File: src/rtl/ring_counter_16bit.sv
// Phase accumulator at the front of the sine generator: each clock adds a programmable
// step to the running phase modulo 2^WIDTH and flags the cycle after an overflow.
module ring_counter_16bit #(
  parameter int unsigned          WIDTH       = 16,
  parameter logic [WIDTH-1:0]     RESET_VALUE = '0
) (
  input  logic             CLK,
  input  logic             SCLR,
  input  logic [WIDTH-1:0] increment_value,
  output logic [WIDTH-1:0] count_out,
  output logic             wrap
);

  logic [WIDTH-1:0] r_acc;
  logic             r_wrap;
  logic [WIDTH:0]   w_sum;

  // One extra bit so the carry out of the add becomes the wrap flag.
  assign w_sum = {1'b0, r_acc} + {1'b0, increment_value};

  always_ff @(posedge CLK or negedge SCLR) begin
    if (!SCLR) begin
      r_acc  <= RESET_VALUE;
      r_wrap <= 1'b0;
    end else begin
      r_acc  <= w_sum[WIDTH-1:0];
      r_wrap <= w_sum[WIDTH];
    end
  end

  assign count_out = r_acc;
  assign wrap      = r_wrap;

endmodule

File: config.mk
export PLATFORM = sky130hd
export DESIGN_NAME = ring_counter_16bit
export DESIGN_NICKNAME = d
export VERILOG_FILES = /design/src/rtl/ring_counter_16bit.sv
export SDC_FILE = /design/constraint.sdc
export NUM_CORES = 1
export LEC_CHECK = 0
export ABC_AREA = 1
export BUFFER_PORTS_ARGS = -buffer_cell sky130_fd_sc_hd__buf_2
export CAP_MARGIN = 20
export CORE_UTILIZATION = 31
export DETAILED_ROUTE_END_ITERATION = 16
export HOLD_SLACK_MARGIN = 0.02
export PLACE_DENSITY_LB_ADDON = 0.05
export REMOVE_ABC_BUFFERS = 1
export SLEW_MARGIN = 10
export SYNTH_ARGS = -nofsm -noshare
export SYNTH_HDL_FRONTEND = slang
export SYNTH_SLANG_ARGS = --single-unit
File: constraint.sdc
create_clock -name CLK -period 2 [get_ports CLK]
set_input_delay 0.6 -clock CLK [delete_from_list [all_inputs] [get_ports CLK]]
set_output_delay 0.6 -clock CLK [all_outputs]
set_load 0.005 [all_outputs]
After elaboration in Yosys (flattened, before gate mapping)
Cells that the tools add are included.
- add/sub/neg operators: 1
- operators with widths (cell ; count):
    $add A16 B16 Y17 ; 1
- flip-flop bits (word level): 17
- bits of input ports: 18
- output and inout bits: 17
- word-level logic and storage cells: 3

Longest topological paths before layout
- depth in word-level cells: 1
- gate-level depth with buffers: 10
- mapped depth without buffers: 10

Worst setup path before layout
OpenSTA, ideal clock, no wires.
- path type: input to register
- start: input port increment_value[0]
- end: register r_acc[8], in the netlist count_out[8]
- setup time: 125 ps
- arrival: 1689 ps
- data required time: 1875 ps
- path slack: 186 ps
- stages: 8
- path buffers: 0
- path through: ha_1 fa_1 nand2_1 nand2_1 and2_4 nand2_1 nand2_1 xor2_1
- longest elaborated chain between the ends: 1
- ends and longest elaborated chain (what ; line ; source):
    start: declaration ; 9 ; input logic [WIDTH-1:0] increment_value,
    $add A16 B16 Y17 ; 19 ; assign w_sum = {1'b0, r_acc} + {1'b0, increment_value};
    named net w_sum[8] ; 16 ; logic [WIDTH:0] w_sum;
    end signal: assignment ; 26 ; r_acc <= w_sum[WIDTH-1:0];
    end: declaration ; 14 ; logic [WIDTH-1:0] r_acc;
The timed path passes the listed nets, and every way through them passes these cells.

Worst setup path in the final report
- start: input port increment_value[0]
- end: register r_acc[14], in the netlist count_out[14]
Same word-level chain as after synthesis.

==> out/metrics.cfg <==
[run_status]
status=complete, no violations

[cells_and_area]
fill_cells=483
fin_util_pct=38.6
drive_above_1_share_pct=22.6
syn_to_final_growth_pct=20.0
final_cell_mix=77 x nand2_1, 35 x inv_1, 34 x buf_2
layout_commonest_cell=nand2_1
design_area_um2=1680
final_nets=275
n_antenna_cell=0

[setup_path]
crit_path_start_kind=input port
cp.required_ns=2.15
r2r_slack_ns=0.28
timing_worst_setup_path_type=input port to flop
cp-end-kind=flop
r2r_start=count_out[0]$_DFF_PN0_
reg2regPathDepth=10
arrival_ns=1.94
r2r-end=count_out[14]$_DFF_PN0_
cp_max_fo=3

[place]
placed_cell_area_um2=1630
post-place-ws_ns=-0.0507
gp_congestion=0.725
io_buffers=34
dp_hpwl_mm=2.62

[detailed_routing]
postRouteAntennaNets=0
drtIter0Drc=49
post_drt_wl_per_cell_um=11.1
drc=0
first_pass_iters=4
routed_wl_mm=3.22
vias_per_cell=4.24
vias=1235

[global_route]
grt_max_degree=18
gr-total-overflow=0
grt_pass1_wl_mm=5.93
antenna_found_initial=0
grt_pass1_vias=1374
grt_use_total_pct=15.3

[cts]
clockBufferDepth=2
cts_made_buffers=3
clkTransAtPathRegs_ns=0.07
clkLatencyLatePin_ns=0.25
cts_tree=built
root_buffer=clkbuf_8
cts_num_sinks=17
postCtsHoldBufs=0
post_cts_buffers=0
h-tree-depth=1
cts_resized=0

[timing]
setup_violations=0
min_period_ns=1.79
rsz0062_at_grt=false
fmax_mhz=557
hold_viol_final=0
min_period_over_period_pct=89.7
fin_ws_ns=0.206
fin_skew_ns=0.00185
max_slew_margin_pct=71.7
totalNegativeSetupSlack_ns=0
worstMarginPinSlew_ns=0.424
slew_viol_final=0
hold-worst-slack_ns=0.271

[logic_synthesis]
netlist_area_um2=1400
syn_area_per_cell_um2=6.96
netlist_top_cells_area=dfrtp_1 30%, nand2_1 21%, ha_1 14%, inv_1 9.4%, xor2_1 3.8%
post-synth-top-area-fraction_pct=30.4
ys_seq_elements=17
syn_inst=201
synth-edff-count=0
synth_seq_area_share_pct=30.4
synth_top_area_cell=dfrtp_1
async_flop_share_pct=100
ys_warn_count=0
synthFlopType=dfrtp_1
synth_cell_types=21

[floorplanning]
rows=24
dieArea_um2=4790
start_util_pct=32.1
die_y_um=69.2
ioPinCount=35
die_w_um=69.2
core_area_um2=4350

[power_and_ir_drop]
leakagePower_uw=0.00102
power_density_nw_per_um2=1600
vdd_drop_max_mv=0.537

[run]
maxCapViolCount=0

[min_path]
min_path_type=input port to asynchronous set/reset pin

[cell usage after synthesis, types with 2 or more instances]
library cell  instances
inv_1                35
a21oi_1               7
or2_1                 2
nand2_1              77
nand3_1               8
nor2_1                9
nor3_2                3
ha_1                 16
inv_2                 3
dfrtp_1              17
nand3b_1              2
xor2_1                6
nand2_2               8
[metal layers]
metal,global-route usage (%),vias to the layer above,share of wire [%]
met5,0,-,0
met4,6.12,0,1.2
met3,1.89,4,3.8
met2,23.7,31,41
met1,21.6,510,54
li1,-,690,-
[sequential cells by signal (all words and copies together) (netlist names)]
name       flops
wrap           1
count_out     16
[area by class of cell]
type / instances / area [um2] / area share [%]
multi-input combinational: 146 / 831 / 49.5
sequential: 17 / 425 / 25.3
timing repair buffer: 34 / 170 / 10.1
inverter: 38 / 143 / 8.49
tap: 52 / 65.1 / 3.87
clock buffer: 4 / 45.0 / 2.68
[worst max-delay path by stage]
| stage | start | end | slack [ns] | cells past startpoint |
|---|---|---|---|---|
| final | increment_value[0] | count_out[14]$_DFF_PN0_ | 0.21 | 11 |
| after global routing | increment_value[0] | count_out[10]$_DFF_PN0_ | 0.06 | 11 |
| after floorplan | increment_value[0] | count_out[8]$_DFF_PN0_ | 0.19 | 8 |
| after detailed placement | increment_value[0] | count_out[14]$_DFF_PN0_ | -0.05 | 11 |
| after CTS | increment_value[0] | count_out[14]$_DFF_PN0_ | 0.23 | 11 |
| after global placement | increment_value[0] | count_out[14]$_DFF_PN0_ | -0.04 | 11 |
[kinds of logic after synthesis]
| group | after synthesis | synth area share (%) |
|---|---|---|
| buf+inv | 38 | 10.2 |
| flops | 17 | 30.4 |
| xor+xnor | 7 | 4.38 |
| simple gates | 114 | 36.2 |
| compound gates | 8 | 3.04 |
| fa+ha+maj | 17 | 15.7 |
[critical path, stage by stage]
cell and delay [ns]:
buf_2 0.10, ha_1 0.21, fa_1 0.41, nand2_1 0.09, nand2_1 0.07, nand3b_1 0.08, nand2_1 0.12, nand2_1 0.11
nand2_1 0.06, nand2_1 0.06, nand2_1 0.04
[power breakdown]
group	total (uW)	switching [uW]	internal [uW]
clock network	273	131	142
logic	1780	1080	705
registers	629	91.5	537
total	2680	1300	1380
[through the flow]
stage / cells / total power (uW)
after detailed placement: 287 / 2430
after global routing: 291 / 3050
final: 291 / 2680
after global placement: 287 / 2440
after floorplan: 201 / 1920
after CTS: 291 / 2720
Note: power is estimated with default switching activity, not from simulation.
